==> src/rtl/serial_adder_if.sv <==
// Operand/result bundle for serial_adder: start/ack handshake, operands, result.
// Optional ovf_o exists only when SERIAL_ADDER_OVERFLOW_EN is defined.
interface serial_adder_if #(
    parameter int N = 8
);
    logic         start_i;
    logic [N-1:0] a_i;
    logic [N-1:0] b_i;
    logic         c_i;
    logic         ready_o;
    logic         valid_o;
    logic         ack_i;
    logic [N-1:0] sum_o;
    logic         c_o;
`ifdef SERIAL_ADDER_OVERFLOW_EN
    logic         ovf_o;

    modport slave  (input  start_i, a_i, b_i, c_i, ack_i,
                    output ready_o, valid_o, sum_o, c_o, ovf_o);
    modport master (output start_i, a_i, b_i, c_i, ack_i,
                    input  ready_o, valid_o, sum_o, c_o, ovf_o);
`else
    modport slave  (input  start_i, a_i, b_i, c_i, ack_i,
                    output ready_o, valid_o, sum_o, c_o);
    modport master (output start_i, a_i, b_i, c_i, ack_i,
                    input  ready_o, valid_o, sum_o, c_o);
`endif
endinterface

==> src/rtl/serial_adder.sv <==
// Bit-serial adder around one full_adder; optional signed-overflow flag via SERIAL_ADDER_OVERFLOW_EN.
// Latency: start in cycle 0, valid_o in cycle N+1; result held in DONE until ack_i.

// One-bit full adder.
// Latency: combinational.
// Backpressure: none.
module full_adder (
    input  logic a,
    input  logic b,
    input  logic c,
    output logic s,
    output logic c_o
);
    assign s   = a ^ b ^ c;
    assign c_o = (a & b) | (c & (a ^ b));
endmodule

// LSB-first N-bit add of a_i + b_i + c_i, one bit per cycle.
// Latency: N+1 cycles from accepted start to valid_o.
// Backpressure: holds result in DONE while ack_i=0; start_i ignored unless ready_o.
module serial_adder #(
    parameter int N = 8
) (
    input  logic          clk_i,
    input  logic          rst_i,
    serial_adder_if.slave bus
);
    localparam int CW = (N > 1) ? $clog2(N) : 1;

    typedef enum logic [1:0] {IDLE, SHIFT, DONE} state_t;

    state_t        state;
    state_t        state_nxt;
    logic [N-1:0]  a_reg;
    logic [N-1:0]  b_reg;
    logic [N-1:0]  s_reg;
    logic [N-1:0]  s_nxt;
    logic          carry;
    logic [CW-1:0] cnt;
    logic          last;
    logic          fa_s;
    logic          fa_c;
    logic          ready;
    logic          valid;

    full_adder u_fa (
        .a   (a_reg[0]),
        .b   (b_reg[0]),
        .c   (carry),
        .s   (fa_s),
        .c_o (fa_c)
    );

    assign last = (cnt == CW'(N - 1));

    always_ff @(posedge clk_i) begin
        if (rst_i) state <= IDLE;
        else       state <= state_nxt;
    end

    always_comb begin
        state_nxt = state;
        ready     = 1'b0;
        valid     = 1'b0;
        case (state)
            IDLE: begin
                ready = 1'b1;
                if (bus.start_i) state_nxt = SHIFT;
            end
            SHIFT: begin
                if (last) state_nxt = DONE;
            end
            DONE: begin
                valid = 1'b1;
                if (bus.ack_i) state_nxt = IDLE;
            end
            default: state_nxt = IDLE;
        endcase
    end

    // Sum bit enters at the MSB so after N shifts bit 0 sits at the LSB.
    always_comb begin
        s_nxt        = s_reg >> 1;
        s_nxt[N-1]   = fa_s;
    end

    always_ff @(posedge clk_i) begin
        if (rst_i) begin
            a_reg <= '0;
            b_reg <= '0;
            s_reg <= '0;
            carry <= 1'b0;
            cnt   <= '0;
        end else begin
            case (state)
                IDLE: begin
                    if (bus.start_i) begin
                        a_reg <= bus.a_i;
                        b_reg <= bus.b_i;
                        carry <= bus.c_i;
                        cnt   <= '0;
                    end
                end
                SHIFT: begin
                    a_reg <= a_reg >> 1;
                    b_reg <= b_reg >> 1;
                    s_reg <= s_nxt;
                    carry <= fa_c;
                    cnt   <= cnt + CW'(1);
                end
                default: ;
            endcase
        end
    end

`ifdef SERIAL_ADDER_OVERFLOW_EN
    logic ovf;

    // On the last bit, carry holds the carry into the MSB and fa_c the carry out.
    always_ff @(posedge clk_i) begin
        if (rst_i)                        ovf <= 1'b0;
        else if (state == SHIFT && last)  ovf <= carry ^ fa_c;
    end

    assign bus.ovf_o = ovf;
`endif

    assign bus.ready_o = ready;
    assign bus.valid_o = valid;
    assign bus.sum_o   = s_reg;
    assign bus.c_o     = carry;
endmodule

==> src/flat_wrapper.sv <==
// flat-port wrapper written by rule: the top's interface ports become plain ports
module serial_adder_flat 
#(
    parameter int N = 8
)
  (clk_i, rst_i, bus_start_i, bus_a_i, bus_b_i, bus_c_i, bus_ack_i, bus_ready_o, bus_valid_o, bus_sum_o, bus_c_o);
  serial_adder_if #(.N(N)) bus_i ();
  input  logic clk_i;
  input  logic rst_i;
  input wire logic [$bits(bus_i.start_i)-1:0] bus_start_i;
  input wire logic [$bits(bus_i.a_i)-1:0] bus_a_i;
  input wire logic [$bits(bus_i.b_i)-1:0] bus_b_i;
  input wire logic [$bits(bus_i.c_i)-1:0] bus_c_i;
  input wire logic [$bits(bus_i.ack_i)-1:0] bus_ack_i;
  output wire logic [$bits(bus_i.ready_o)-1:0] bus_ready_o;
  output wire logic [$bits(bus_i.valid_o)-1:0] bus_valid_o;
  output wire logic [$bits(bus_i.sum_o)-1:0] bus_sum_o;
  output wire logic [$bits(bus_i.c_o)-1:0] bus_c_o;
  assign bus_i.start_i = bus_start_i;
  assign bus_i.a_i = bus_a_i;
  assign bus_i.b_i = bus_b_i;
  assign bus_i.c_i = bus_c_i;
  assign bus_i.ack_i = bus_ack_i;
  assign bus_ready_o = bus_i.ready_o;
  assign bus_valid_o = bus_i.valid_o;
  assign bus_sum_o = bus_i.sum_o;
  assign bus_c_o = bus_i.c_o;
  serial_adder #(.N(N)) u_core (.clk_i(clk_i), .rst_i(rst_i), .bus(bus_i));
endmodule
==> config.mk <==
export PLATFORM = sky130hd
export DESIGN_NAME = serial_adder_flat
export DESIGN_NICKNAME = d
export VERILOG_FILES = /design/src/rtl/serial_adder_if.sv /design/src/rtl/serial_adder.sv /design/src/flat_wrapper.sv
export SDC_FILE = /design/constraint.sdc
export NUM_CORES = 1
export LEC_CHECK = 0
export ABC_CLOCK_PERIOD_IN_PS = 1200
export BUFFER_PORTS_ARGS = -buffer_cell sky130_fd_sc_hd__buf_4
export CAP_MARGIN = 20
export CORE_MARGIN = 2
export CORE_UTILIZATION = 35
export DETAILED_ROUTE_END_ITERATION = 6
export GPL_TIMING_DRIVEN = 0
export PLACE_DENSITY_LB_ADDON = 0.15
export SETUP_SLACK_MARGIN = 0.1
export SYNTH_ARGS = -nofsm -noshare
export SYNTH_HDL_FRONTEND = slang
export SYNTH_SLANG_ARGS = --single-unit
==> constraint.sdc <==
create_clock -name clk_i -period 1.2 [get_ports clk_i]
set_clock_uncertainty 0.15 [all_clocks]
set_input_delay 0.18 -clock clk_i [delete_from_list [all_inputs] [get_ports clk_i]]
set_output_delay 0.18 -clock clk_i [all_outputs]
set_load 0.005 [all_outputs]
**Word level (Yosys, flattened, before mapping)**

Cells that the tools add are included.

- Bitwise operators: 5
- Divide/modulo/power cells: 0
- Mux-type cells: 14
- Multipliers: 0
- Equal/unequal tests: 6
- Shifts and indexed selects: 0
- $add $sub $neg: 1
- Reductions and logical operators: 4
- Magnitude comparators: 0

Operators with widths:

| kind | count |
|---|---|
| 8-bit one-hot mux with 2 select lines | 2 |
| 8-bit 2-to-1 mux | 2 |
| 2-bit 2-to-1 mux | 3 |
| 2-bit one-hot mux with 3 select lines | 1 |
| 3-bit one-hot mux with 2 select lines | 1 |
| 2-bit != test (second input constant) | 2 |
| 3-bit by 1-bit adder with 3-bit output (second input constant) | 1 |
| 3-bit equality test (second input constant) | 1 |
| 1-bit 2-to-1 mux | 3 |
| 3-bit 2-to-1 mux | 1 |
| 3-bit AND reduction | 1 |
| 1-bit AND | 2 |
| 2-bit by 1-bit equality test with 1-bit output (second input constant) | 1 |
| 2-bit equality test (second input constant) | 1 |
| 2-bit logical NOT | 1 |
| 2-bit by 1-bit != test with 1-bit output (second input constant) | 1 |
| 1-bit one-hot mux with 2 select lines | 1 |
| 2-bit AND reduction | 1 |
| 2-bit nonzero test | 1 |
| 1-bit XOR | 2 |
| 1-bit bitwise OR | 1 |

- ROM bits: 0
- Memory bits (writable): 0
- Latch bits: 0
- Memories kept: 0
- Logic and storage cells: 36
- Flip-flop bits (word level): 30

**Longest topological paths before layout**

Gate-level depths: netlist of the first run.

- Depth after elaboration: 4
- Gate-level depth with buffers: 5
- Mapped depth without buffers: 4

**Cells and area by module**

A second synthesis of the first run with hierarchy kept.

- Cells, all modules: 155
- Area total of the unflattened synthesis: 1246.2 um^2

Modules (own cells, without submodules):

| module | times used | area an instance (um^2) | cells an instance |
|---|---|---|---|
| serial_adder | 1 | 1226.2 | 154 |
| full_adder | 1 | 20.0 | 1 |

**Worst setup path after synthesis of the first run**

OpenSTA, ideal clock, no wires.

- Kind: register to register
- From: register u_core.carry, in the netlist u_core.bus.c_o
- To: register u_core.carry, in the netlist u_core.bus.c_o
- Arrival time: 0.965 ns
- Clock period less this slack: 1.251 ns
- Buffers on the path: 0
- Setup slack: -0.051 ns
- Stages on the path, launching flop included: 4
- Cells stage by stage: dfxtp_1 -> fa_1 -> mux2i_1 -> a211oi_2

- Word-level cells in the longest chain between the ends: 3

RTL lines:

| element | line | text |
|---|---|---|
| from (decl) | serial_adder.sv:38 | `logic carry;` |
| from (signal assigned) | serial_adder.sv:100 | `carry <= bus.c_i;` |
| 1-bit AND | serial_adder.sv:15 | `assign c_o = (a & b) \| (c & (a ^ b));` |
| 1-bit bitwise OR | serial_adder.sv:15 |  |
| 1-bit one-hot mux with 2 select lines | serial_adder.sv:95 | `case (state)` |

No other way between the ends.
A chain may end at the register's enable or synchronous reset.

**Worst setup path after layout of the first run**

- From: register u_core.state[0]
- To: output port bus_valid_o

- Word-level cells in the longest chain between the ends: 2

RTL lines:

| element | line | text |
|---|---|---|
| from (decl) | serial_adder.sv:32 | `state_t state;` |
| from (signal assigned) | serial_adder.sv:58 | `else state <= state_nxt;` |
| 2-bit equality test | serial_adder.sv:65 | `case (state)` |
| 1-bit 2-to-1 mux | serial_adder.sv:65 |  |
| to (decl) | flat_wrapper.sv:16 | `output wire logic [$bits(bus_i.valid_o)-1:0] bus_valid_o;` |

No other way between the ends.

==> flow_summary.yaml, run 1 <==
sta:
  worstMarginPinSlew_ns: 0.6972
  slew_viol_final: 0
  setup_viol: 31
  post-route-worst-setup-slack_ns: -0.1873
  holdWs_ns: 0.05423
  hold_viol_final: 0
  fin_crit_sh_pct: 115.6
  timing.fmax_mhz: 720.8
  rsz0062_at_grt: "true"
  slew_headroom_pct: 53.52
  finalCriticalPeriod_ns: 1.387
placement:
  place_congestion: 0.7136
  place_hpwl_mm: 2.083
  io_buffers: 30
outcome:
  failed_checks: "setup timing"
  status: "complete, but fails checks"
die:
  dieArea_mm2: 0.004301
  die_y_um: 65.59
  rows: 22
  start_util_pct: 36.26
  die_w_um: 65.59
  num_io_pins: 32
  core_mm2: 0.003661
synthesis:
  yosysSeqAreaShare_pct: 45.24
  ys_ff_latch: 30
  synth_flop_cell: "dfxtp_1"
  synth_edf_count: 0
  synth_area_mm2: 0.001328
  synth_fa_ha_area_share_pct: 3.393
  synth-xor-area-share_pct: 0
  synth_async_sr_flop_share_pct: 0
  synth_top_family_by_area: "compound AO/OA/AOI/OAI gates"
  syn_avg_cell_area_um2: 9.761
  muxShareOfSynthArea_pct: 11.31
  synth_compound_gate_area_share_pct: 21.39
  synth_nets: 160
  ys_warn_count: 0
  synthesis.instances: 136
  synth_cell_types: 22
  yosys.area_share.simple_pct: 13.57
finish:
  ff_latch_area_um2: 616.8
  area_growth_pct: 79.26
  num_antenna_cells: 0
  post_route_cells_drive_above_1_share_pct: 71.43
  nets: 212
  multiInputGateArea_mm2: 0.001003
  mostFrequentLayoutCell: "buf_4"
  mostFrequentLayoutCells: "buf_4 (31), dfxtp_1 (19), a211oi_2 (15)"
  final_util_pct: 65.00
  fill_cells: 281
grt:
  grt_max_degree: 11
  antenna_found_initial: 0
  first_global_vias: 1212
  grt_pass1_wl_mm: 5.499
  grt_util_all_layers_pct: 17.04
  gr-total-overflow: 0
setup_path:
  critical_path.max_fanout: 5
  cp_common_cell: "buf_6"
  critPathSlowestCell: "dfxtp_2"
  path_cells: "buf_6, buf_12, nor2b_4, buf_6"
  critPathMaxStageDelay_ns: 0.32
  critPathLaunchType: "register"
  cp_data_arrival_time_ns: 1.06
  crit_path_end_kind: "output port"
  cp_data_required_time_ns: 0.87
  path_class: "reg2out"
route:
  routed_via_density: 4.945
  ant_nets: 0
  dr_total_vias: 1172
  firstDrtPassIters: 4
  drtIter0Drc: 17
  wl_per_cell_um: 14.84
  finalWirelength_mm: 3.516
  drc: 0
clock_tree:
  h-tree-depth: 2
  root_buffer: "clkbuf_8"
  clk_pin_slew_ns: 0.06
  clk_path_buf_depth: 2
  cts_tree: "done"
  cts_buffers: 5
  cts_sinks: 30
  worstSkewPairLatency_ns: 0.28
flow_run:
  maxCapViolations: 0
power_and_ir_drop:
  power_density_mw_per_mm2: 1071
  peakVddDrop_v: 0.0005488
  leakage_uw: 0.0009287
hold_path:
  hp-class: "in2reg"
==> metal layers <==
layer,up-vias,share of wire (%),GRT usage [%]
met5,-,0,0
met4,0,1.3,7.813
met3,5,4.1,3.425
met2,21,51,29.72
met1,562,44,20.00
li1,584,-,-
==> where the power goes <==
part | internal (µW) | total [µW] | switching (µW)
logic | 348 | 606 | 258
clock network | 461 | 821 | 360
registers | 1060 | 1120 | 63.7
total | 1870 | 2550 | 682
==> layout make-up <==
cell class,count,share of cell area (%)
inverter,1,0.1577
buffer,11,6.257
timing repair buffer,45,19.14
tap,48,2.524
clock buffer,7,3.628
clock inverter,1,0.2103
multi-input combinational,94,42.17
sequential,30,25.92
==> stage by stage <==
step / std cells / TNS (ns) / setup slack [ns] / total power [µW] / area (µm²)
floorplan: 136 / -0.02815 / -0.02618 / 1399 / 1501
global placement: 214 / -0.6711 / -0.09152 / 1507 / 1787
detailed placement: 214 / -1.188 / -0.1021 / 1524 / 1787
CTS: 232 / -3.018 / -0.1939 / 2480 / 2141
global route: 237 / -4.532 / -0.2097 / 2648 / 2380
finish: 237 / -3.127 / -0.1873 / 2550 / 2380
==> cell families (layout without fill, tap and decap cells) <==
logic type	count (synthesis)	after routing
adders and majority gates	3	3
DFF	30	30
muxes	15	15
buffers and inverters	12	65
AOI/OAI and AO/OA	34	34
and+or+nand+nor	42	42
==> critical path: cells and delay by family, from the launching register on <==
family | cells | cell delay, ns
AND/OR/NAND/NOR | 1 | 0.11
flip-flops | 1 | 0.32
buffers and inverters | 3 | 0.35
==> cells in the mapped netlist (2+ instances only) <==
| cell type | number | share of area [%] |
|---|---|---|
| dfxtp_1 | 30 | 45 |
| nor2_1 | 21 | 5.9 |
| nand2_1 | 16 | 4.5 |
| mux2i_1 | 15 | 11 |
| a211oi_2 | 10 | 9.4 |
| a21oi_1 | 10 | 3.8 |
| a211oi_1 | 7 | 4.0 |
| clkbuf_1 | 4 | 1.1 |
| a22oi_1 | 3 | 1.7 |
| buf_2 | 3 | 1.1 |
| buf_4 | 3 | 1.7 |
| ha_1 | 2 | 1.9 |
| nand4bb_1 | 2 | 1.7 |
| nor2b_1 | 2 | 0.94 |
==> path summary, 6_finish.rpt <==
path / start / to / slack [ns] / cells after the start
hold reg to reg: u_core.bus.sum_o[3] / u_core.bus.sum_o[3] / 0.31 / 2
setup / recovery: u_core.state[0] / bus_valid_o / -0.19 / 4
setup reg to reg: u_core.state[1] / u_core.a_reg[2] / -0.15 / 4
hold / removal: bus_b_i[7] / u_core.b_reg[7] / 0.05 / 3
==> timing repair <==
item	CTS	global route
hold buffers	0	0
gates resized for setup	32	51
setup buffers	7	4
gates cloned	3	2
pin swaps	11	23
setup endpoints to repair	32	38
No activity file was read; power rests on OpenSTA's default activity.
==> inputs of run 2 (changes only) <==
--- a/config.mk
+++ b/config.mk
@@ -13,6 +13,7 @@
 export DETAILED_ROUTE_END_ITERATION = 6
 export GPL_TIMING_DRIVEN = 0
 export PLACE_DENSITY_LB_ADDON = 0.15
+export REMOVE_ABC_BUFFERS = 1
 export SETUP_SLACK_MARGIN = 0.1
 export SYNTH_ARGS = -nofsm -noshare
 export SYNTH_HDL_FRONTEND = slang
==> run 2 against run 1 <==
The run still ends with setup timing left. Global-route usage down 1.2 points. Register-to-register slack better by 0.08 ns. Power down 8.4%. Hold slack better by 0.0030 ns. Utilization down 10 points. Critical path type unchanged. Critical endpoint unchanged. Largest power group unchanged.
==> flow_summary.yaml, run 2 (synthesis gave the netlist of run 1 again) <==
finish:
  mostFrequentLayoutCell: "buf_4"
  final_util_pct: 54.99
  nets: 206
  num_antenna_cells: 0
  post_route_cells_drive_above_1_share_pct: 53.55
  multiInputGateArea_um2: 808.3
  area_growth_pct: 51.65
  mostFrequentLayoutCells: "buf_4 (36), nor2_1 (19), dfxtp_1 (18)"
  ff_latch_area_um2: 620.6
  fin_cells: 231
  fill_cells: 322
clock_tree:
  cts_buffers: 5
  h-tree-depth: 2
  cts.hold.buffers_added: 0
  cts_sinks: 30
  cts_tree: "done"
  clk_pin_slew_ns: 0.06
  clk_path_buf_depth: 2
  root_buffer: "clkbuf_8"
  worstSkewPairLatency_ns: 0.28
outcome:
  status: "complete, but fails checks"
  failed_checks: "setup timing"
setup_path:
  worstSetupStartpoint: "u_core.state[1]"
  crit_path_end_kind: "output port"
  r2r_start: "u_core.state[1]"
  cp_data_arrival_time_ns: 0.95
  worst_r2r_endpoint: "u_core.bus.sum_o[2]"
  reg2regPathDepth: 5
  cp_data_required_time_ns: 0.87
  path_cells: "nor2b_4, buf_6"
  rrSetupSlack_ns: -0.07
  path_class: "reg2out"
  critical_path.max_fanout: 7
  critPathSlowestCell: "dfxtp_4"
  critPathLaunchType: "register"
  critPathMaxStageDelay_ns: 0.40
power_and_ir_drop:
  power_uw: 2335
  power_density_mw_per_mm2: 1160
  leakage_uw: 0.0008096
  peakVddDrop_v: 0.0006983
sta:
  setup_viol: 24
  slew_viol_final: 0
  post-route-worst-setup-slack_ns: -0.08032
  timing.fmax_mhz: 781.1
  tns_ns: -1.150
  slew_headroom_pct: 74.72
  fin_crit_sh_pct: 106.7
  worstMarginPinSlew_ns: 0.3792
  hold_viol_final: 0
  finalCriticalPeriod_ns: 1.280
  rsz0062_at_grt: "true"
die:
  core_mm2: 0.003661
  num_io_pins: 32
  die_y_um: 65.59
  die_w_um: 65.59
  start_util_pct: 36.26
  dieArea_mm2: 0.004301
  rows: 22
grt:
  grt_util_all_layers_pct: 15.80
  grt_pass1_wl_mm: 5.175
  gr-total-overflow: 0
  first_global_vias: 1140
  antenna_found_initial: 0
  grt_max_degree: 31
route:
  drtIter0Drc: 52
  wl_met3_um: 152
  finalWirelength_mm: 3.080
  drc: 0
  wl_met2_mm: 1.457
  firstDrtPassIters: 4
  dr_total_vias: 1150
  routed_via_density: 4.978
  top_layer: "met4"
  m1WireLength_mm: 1.417
  wl_per_cell_um: 13.33
  ant_nets: 0
hold_path:
  holdPathStages: 3
  whs_endpoint: "u_core.b_reg[7]"
  min_from: "bus_b_i[7]"
  hp-class: "in2reg"
placement:
  place_congestion: 0.6595
  io_buffers: 31
  place_hpwl_mm: 1.556
  dpl.cell_count: 204
flow_run:
  maxCapViolations: 0
## run 2: worst max path at each step
stage / slack [ns] / end
2_1_floorplan: -0.74 / u_core.cnt[0]
3_3_place_gp: -1.14 / u_core.cnt[0]
3_5_place_dp: -1.21 / u_core.cnt[0]
4_1_cts: -0.06 / bus_valid_o
5_1_grt: -0.13 / bus_valid_o
6_report: -0.08 / bus_valid_o
## run 2: worst max-delay path, delay by kind of cell (launching register included)
kind,cells,cell delay [ns]
buffers and inverters,1,0.10
AND/OR/NAND/NOR,1,0.18
flip-flops,1,0.40
## run 2: stage by stage
stage	worst slack [ns]	hold slack (ns)	cell area, µm²
3_3_place_gp	-1.138	0.2945	1556
4_1_cts	-0.05789	0.04844	1904
2_1_floorplan	-0.7441	0.09465	1264
5_1_grt	-0.1340	0.05819	2013
6_report	-0.08032	0.05724	2013
3_5_place_dp	-1.214	0.2977	1556
## run 2: repair_timing
item	CTS	global route
gates cloned	2	2
setup buffers	12	3
gates resized for setup	33	18
pin swaps	5	3
setup endpoints to repair	34	39
## run 2: area by class of cell
class | count | area share [%]
Clock buffer | 7 | 4.288
Clock inverter | 1 | 0.2486
Inverter | 1 | 0.1865
Multi-Input combinational cell | 97 | 40.15
Sequential cell | 30 | 30.83
Tap cell | 48 | 2.983
Timing Repair Buffer | 47 | 21.32
## run 2: layer usage
| layer | up-vias | track usage (%) |
|---|---|---|
| li1 | 576 | - |
| met1 | 541 | 19.77 |
| met2 | 26 | 24.87 |
| met3 | 7 | 5.479 |
| met4 | 0 | 6.250 |
| met5 | - | 0 |
## run 2: power breakdown
group          internal (µW)  switching (µW)  total [µW]
clock                    461             359         820
sequential              1060            45.8        1100
combinational            228             184         412
